--- src/rtl/usb_rx_pkg.sv ---
// rtl/usb_rx_pkg.sv - shared types and constants for the USB receive bit controller
package usb_rx_pkg;

    typedef enum logic [2:0] {
        ST_IDLE = 3'd0,
        ST_SYNC = 3'd1,
        ST_DATA = 3'd2,
        ST_EOP  = 3'd3,
        ST_ERR  = 3'd4
    } rx_state_e;

    // Line states encoded as {d_plus, d_minus}
    typedef enum logic [1:0] {
        LS_SE0 = 2'b00,
        LS_K   = 2'b01,
        LS_J   = 2'b10,
        LS_SE1 = 2'b11
    } line_state_e;

    localparam logic [7:0] SYNC_BYTE = 8'h80;

    function automatic line_state_e line_state(input logic dp, input logic dm);
        return line_state_e'({dp, dm});
    endfunction

endpackage

--- src/rtl/flex_counter.sv ---
// rtl/flex_counter.sv - parameterised up-counter with clear and registered rollover flag
module flex_counter #(
    parameter int NUM_CNT_BITS = 4
) (
    input  logic                    clk,
    input  logic                    n_rst,
    input  logic                    clear,
    input  logic                    count_enable,
    input  logic [NUM_CNT_BITS-1:0] rollover_val,
    output logic                    rollover_flag
);

    logic [NUM_CNT_BITS-1:0] count_q, count_d;
    logic                    flag_q, flag_d;

    // Next count: clear wins, otherwise count up and wrap to 1 after the rollover value
    always_comb begin
        count_d = count_q;
        if (clear) begin
            count_d = '0;
        end else if (count_enable) begin
            if (count_q == rollover_val) begin
                count_d = NUM_CNT_BITS'(1);
            end else begin
                count_d = count_q + NUM_CNT_BITS'(1);
            end
        end
        flag_d = (count_d == rollover_val);
    end

    // Count and flag registers
    always_ff @(posedge clk) begin
        if (!n_rst) begin
            count_q <= '0;
            flag_q  <= 1'b0;
        end else begin
            count_q <= count_d;
            flag_q  <= flag_d;
        end
    end

    assign rollover_flag = flag_q;

endmodule

--- src/rtl/usb_rx_bit_ctrl.sv ---
// rtl/usb_rx_bit_ctrl.sv - USB full-speed receive bit controller: NRZI decode, sync, destuff, byte assembly, EOP
module usb_rx_bit_ctrl
    import usb_rx_pkg::*;
#(
    parameter int STUFF_LEN = 6
) (
    input  logic       clk,
    input  logic       n_rst,
    input  logic       d_plus,
    input  logic       d_minus,
    input  logic       bit_strobe,
    output logic [7:0] rcv_data,
    output logic       byte_rcvd,
    output logic       sync_found,
    output logic       eop,
    output logic       rx_err,
    output logic       rcving
);

    localparam logic [2:0] STUFF_VAL = 3'(STUFF_LEN);

    rx_state_e   state_q, state_d;
    logic        prev_dp_q, prev_dp_d;
    logic [2:0]  bit_cnt_q, bit_cnt_d;
    logic [7:0]  shift_q, shift_d;
    logic [7:0]  rcv_data_q, rcv_data_d;
    logic        partial_q, partial_d;
    logic        se0_seen_q, se0_seen_d;
    logic        byte_rcvd_q, byte_rcvd_d;
    logic        sync_found_q, sync_found_d;
    logic        eop_q, eop_d;
    logic        rx_err_q, rx_err_d;
    logic        rcving_q, rcving_d;

    line_state_e ls;
    logic        dec_bit;
    logic [7:0]  shifted;
    logic        ones_inc;
    logic        ones_clr;
    logic        stuff_due;

    assign ls      = line_state(d_plus, d_minus);
    assign dec_bit = (d_plus == prev_dp_q);
    assign shifted = {dec_bit, shift_q[7:1]};

    // Run of decoded 1s inside DATA; held at zero in every other state
    flex_counter #(
        .NUM_CNT_BITS (3)
    ) u_ones_cnt (
        .clk           (clk),
        .n_rst         (n_rst),
        .clear         (ones_clr || (state_q != ST_DATA)),
        .count_enable  (ones_inc),
        .rollover_val  (STUFF_VAL),
        .rollover_flag (stuff_due)
    );

    // Next-state and output decode, evaluated only on bit-centre strobes
    always_comb begin
        state_d      = state_q;
        prev_dp_d    = prev_dp_q;
        bit_cnt_d    = bit_cnt_q;
        shift_d      = shift_q;
        rcv_data_d   = rcv_data_q;
        partial_d    = partial_q;
        se0_seen_d   = se0_seen_q;
        byte_rcvd_d  = 1'b0;
        sync_found_d = 1'b0;
        eop_d        = 1'b0;
        rx_err_d     = 1'b0;
        ones_inc     = 1'b0;
        ones_clr     = 1'b0;

        if (bit_strobe) begin
            prev_dp_d = d_plus;
            case (state_q)
                ST_IDLE: begin
                    if (ls == LS_K) begin
                        state_d   = ST_SYNC;
                        shift_d   = {1'b0, shift_q[7:1]};
                        bit_cnt_d = 3'd1;
                    end
                end
                ST_SYNC: begin
                    if (ls == LS_SE0) begin
                        state_d   = ST_EOP;
                        partial_d = (bit_cnt_q != 3'd0);
                    end else begin
                        shift_d = shifted;
                        if (bit_cnt_q == 3'd7) begin
                            bit_cnt_d = 3'd0;
                            if (shifted == SYNC_BYTE) begin
                                state_d      = ST_DATA;
                                sync_found_d = 1'b1;
                            end else begin
                                state_d = ST_IDLE;
                            end
                        end else begin
                            bit_cnt_d = bit_cnt_q + 3'd1;
                        end
                    end
                end
                ST_DATA: begin
                    if (ls == LS_SE0) begin
                        state_d   = ST_EOP;
                        partial_d = (bit_cnt_q != 3'd0);
                    end else if (stuff_due) begin
                        // Stuffed bit: dropped; a 1 here means the sender broke the stuffing rule
                        ones_clr = 1'b1;
                        if (dec_bit) begin
                            state_d    = ST_ERR;
                            rx_err_d   = 1'b1;
                            se0_seen_d = 1'b0;
                        end
                    end else begin
                        shift_d  = shifted;
                        ones_inc = dec_bit;
                        ones_clr = !dec_bit;
                        if (bit_cnt_q == 3'd7) begin
                            bit_cnt_d   = 3'd0;
                            rcv_data_d  = shifted;
                            byte_rcvd_d = 1'b1;
                        end else begin
                            bit_cnt_d = bit_cnt_q + 3'd1;
                        end
                    end
                end
                ST_EOP: begin
                    if (ls == LS_J) begin
                        state_d  = ST_IDLE;
                        eop_d    = 1'b1;
                        rx_err_d = partial_q;
                    end else if (ls != LS_SE0) begin
                        state_d    = ST_ERR;
                        se0_seen_d = 1'b0;
                    end
                end
                ST_ERR: begin
                    if (ls == LS_SE0) begin
                        se0_seen_d = 1'b1;
                    end else if ((ls == LS_J) && se0_seen_q) begin
                        state_d = ST_IDLE;
                    end
                end
                default: begin
                    state_d = ST_IDLE;
                end
            endcase
        end

        rcving_d = (state_d != ST_IDLE);
    end

    // State and registered outputs
    always_ff @(posedge clk) begin
        if (!n_rst) begin
            state_q      <= ST_IDLE;
            prev_dp_q    <= 1'b1;
            bit_cnt_q    <= 3'd0;
            shift_q      <= 8'h00;
            rcv_data_q   <= 8'h00;
            partial_q    <= 1'b0;
            se0_seen_q   <= 1'b0;
            byte_rcvd_q  <= 1'b0;
            sync_found_q <= 1'b0;
            eop_q        <= 1'b0;
            rx_err_q     <= 1'b0;
            rcving_q     <= 1'b0;
        end else begin
            state_q      <= state_d;
            prev_dp_q    <= prev_dp_d;
            bit_cnt_q    <= bit_cnt_d;
            shift_q      <= shift_d;
            rcv_data_q   <= rcv_data_d;
            partial_q    <= partial_d;
            se0_seen_q   <= se0_seen_d;
            byte_rcvd_q  <= byte_rcvd_d;
            sync_found_q <= sync_found_d;
            eop_q        <= eop_d;
            rx_err_q     <= rx_err_d;
            rcving_q     <= rcving_d;
        end
    end

    assign rcv_data   = rcv_data_q;
    assign byte_rcvd  = byte_rcvd_q;
    assign sync_found = sync_found_q;
    assign eop        = eop_q;
    assign rx_err     = rx_err_q;
    assign rcving     = rcving_q;

endmodule

--- config.mk ---
export PLATFORM = sky130hd
export DESIGN_NAME = usb_rx_bit_ctrl
export DESIGN_NICKNAME = d
export VERILOG_FILES = /design/src/rtl/usb_rx_pkg.sv /design/src/rtl/flex_counter.sv /design/src/rtl/usb_rx_bit_ctrl.sv
export SDC_FILE = /design/constraint.sdc
export NUM_CORES = 1
export LEC_CHECK = 0
export CAP_MARGIN = 15
export CORE_MARGIN = 2
export CORE_UTILIZATION = 45
export CTS_CLUSTER_DIAMETER = 100
export DETAILED_ROUTE_END_ITERATION = 8
export PLACE_DENSITY = 0.66
export SLEW_MARGIN = 20
export SYNTH_ARGS = -nofsm -noshare
export SYNTH_HDL_FRONTEND = slang
export SYNTH_SLANG_ARGS = --single-unit
--- constraint.sdc ---
create_clock -name clk -period 2.16 [get_ports clk]
set_input_delay 0.54 -clock clk [delete_from_list [all_inputs] [get_ports clk]]
set_output_delay 0.54 -clock clk [all_outputs]
set_load 0.01 [all_outputs]
==> qor.csv <==
metric,value,unit
intPower,0.874,mW
place_ws,-0.151,ns
power_density,577,nW/um^2
gp_congestion,0.918,
drtPass1Iterations,4,
root_buffer,clkbuf_4,
max_freq,0.510,GHz
postCtsHoldBufs,0,
grt_use_met3,5.71,%
rsz0062_at_grt,no,
synth_cell_types,41,
status,"complete, no violations",
wl,3410,microns
grtUsageMet1,22.6,%
use_met2,31.1,%
boundaryPins,18,
nNetsFinal,213,
hold_viol_final,0,
top_usage_layer,met2,
critPathMaxStageDelay,0.48,ns
wl_per_cell,13.5,microns
via_per_inst,5.48,
tritoncts,yes,
multiInputGateArea,841,sq um
synth_area_leaders,"dfxtp_1 41%, mux2i_1 10%, nor2_1 4.7%, a21oi_1 2.5%, nand3_1 2.5%",
die_w,63.5,microns
cts_buffers,5,
yosys.area.top_type,dfxtp_1,
crit_slowest_cell,clkdlybuf4s50_1,
ir_drop,520,uV
synthesis.area,1590,sq um
post_cts_buffers,0,
synth_area_per_cell,9.21,sq um
ant_nets,0,
ff2ff_path_depth,4,
synthCells,173,
end_kind,flip-flop,
drc_errors,0,
vias,1382,
netlist.area_leader.share,41.4,%
coreArea,3360,sq um
cts.reportedPaths.clkPinSlew,0.10,ns
min_path_cells,2,
die_y,63.5,microns
drive_gt1_share,16.5,%
io_buffer_count,17,
grt_pass1_wl,5990,microns
area_delta_synth_final,25.0,%
ys_seq_elements,33,
grt_use_total,18.8,%
p_total,1.15,mW
min_period,1.96,ns
slew_violations,0,
ctsLongestPathBuffers,2,
start_util,47.4,%
finalCritPeriodShare,90.8,%
p_comb_share,11.5,%
critPathKind,in2reg,
setup_viol,0,
crit_fanout,5,
required,2.39,ns
path_cells,clkdlybuf4s50_1 -> buf_4 -> and2_1 -> o211ai_1 -> a221oi_1 -> or3_1,
grt_start_max_net_pins,15,
power.share.sequential,54.5,%
tightest_slew,0.536,ns
ys.warnings.count,0,
slew_headroom,64.2,%
cts_resized,0,
async_reset_ff_share,0,%
fin_worst_skew,0.0107,ns
fillers,321,
synthFlopType,dfxtp_1,
ys_seq_area_share,41.4,%
cts_max_level,2,
syn-num-nets,181,
diodes,0,
clock_sinks,33,
first_global_vias,1325,
synth_edf_count,0,
hpwl,2540,microns
rows,21,
sw_frac_of_total,24.0,%
seq_area,661,sq um
power_leakage,0.729,nW
setup_slack,0.199,ns
hold_class,reg2reg,
antenna_found_initial,0,
fp.dieArea,4030,sq um
grt_overflow,0,
cap_violations,0,
insertion_delay,0.33,ns
power_frac_clock,33.9,%
critPathLaunchType,input port,
drt_iter0_drc,141,
power_switching,0.276,mW
crit_arrival,2.19,ns
## sequential cells by signal (all words and copies together), names as in the netlist, 3 cells and up
signal              cells
state_q                 3
shift_q                 7
rcv_data                8
bit_cnt_q               3
u_ones_cnt.count_q      3
## cells in the final DEF, fill, tap and decap left out, drive strengths merged, types with 2 or more instances in the layout
cell type / netlist / routed
a21oi: 8 / 8
a311oi: 2 / 2
a31oi: 3 / 3
and2: 2 / 2
buf: 8 / 22
clkbuf: 6 / 7
clkdlybuf4s50: 0 / 17
dfxtp: 33 / 33
ha: 3 / 3
inv: 4 / 4
mux2i: 16 / 16
nand2: 5 / 5
nand2b: 5 / 5
nand3: 8 / 8
nand3b: 3 / 3
nand4: 3 / 3
nor2: 20 / 20
nor2b: 4 / 4
nor3: 6 / 6
nor3b: 4 / 4
o211a: 2 / 2
o211ai: 4 / 4
o21ai: 3 / 3
o221ai: 2 / 2
o22ai: 2 / 2
xnor2: 3 / 3
## area by class of cell
cell class	instances	share of cell area [%]
clock buffer	7	3.27
clock inverter	1	0.251
inverter	4	0.754
multi-input combinational	122	42.2
sequential	33	33.2
tap	46	2.89
timing repair buffer	39	17.5
## critical path, delay by kind of cell
| kind | cells | cell delay [ns] |
|---|---|---|
| buffers and inverters | 2 | 0.67 |
| AND/OR/NAND/NOR | 2 | 0.54 |
| AO/OA/AOI/OAI | 2 | 0.45 |
## routing by layer
layer  share of wire (%)  wire length [microns]
met1                  43                   1460
met2                  51                   1720
met3                 5.4                    183
met4                 1.1                     36
met5                   0                      0
## power groups by stage
stage,sequential (mW),clock [mW],combinational [mW]
CTS,0.627,0.404,0.133
global route,0.628,0.435,0.145
global placement,0.640,0,0.131
finish,0.626,0.390,0.133
detailed placement,0.641,0,0.132
floorplan,0.634,0,0.0870
## cells by family (layout without fill, tap and decap cells)
| logic type | Yosys count | in the layout | share of synthesized area, % |
|---|---|---|---|
| xor+xnor | 3 | 3 | 1.65 |
| simple gates | 67 | 67 | 22.8 |
| mux | 16 | 16 | 10.0 |
| compound gates | 33 | 33 | 15.9 |
| flops | 33 | 33 | 41.4 |
| buf+inv | 18 | 51 | 5.81 |
| fa+ha+maj | 3 | 3 | 2.36 |
## path summary, 6_finish.rpt
| kind | startpoint | endpoint | slack (ns) |
|---|---|---|---|
| worst max-delay path | d_plus | rcving | 0.20 |
| worst min-delay path | se0_seen_q | se0_seen_q | 0.48 |
| worst max register to register | state_q[0] | rcv_data[3] | 0.21 |
| worst min register to register | se0_seen_q | se0_seen_q | 0.48 |
## cells in the mapped netlist, types with 2 or more instances
cell      count
nor2b_1       4
nor3b_1       4
mux2i_1      16
o211ai_1      4
nand4_1       3
xnor2_1       3
a311oi_1      2
a31oi_1       3
dfxtp_1      33
buf_2         5
buf_6         2
nand2_1       5
nand3_1       8
ha_1          3
a21oi_1       8
o221ai_1      2
and2_1        2
o211a_1       2
nand2b_1      5
clkbuf_1      6
o22ai_1       2
inv_1         4
nor3_1        6
nand3b_1      3
nor2_1       20
o21ai_0       3
## per-stage QoR
step | hold WS [ns] | TNS [ns] | utilization [%] | instances | cell area (sq um)
after floorplan | 0.438 | 0 | - | 173 | 1590
after global placement | 0.457 | -0.413 | 57.1 | 244 | 1920
after detailed placement | 0.467 | -1.08 | 57.1 | 244 | 1920
after CTS | 0.483 | 0 | 59.2 | 252 | 1990
after global routing | 0.500 | 0 | 59.2 | 252 | 1990
final | 0.479 | 0 | 59.2 | 252 | 1990
Note: power is estimated with default switching activity, not from simulation.
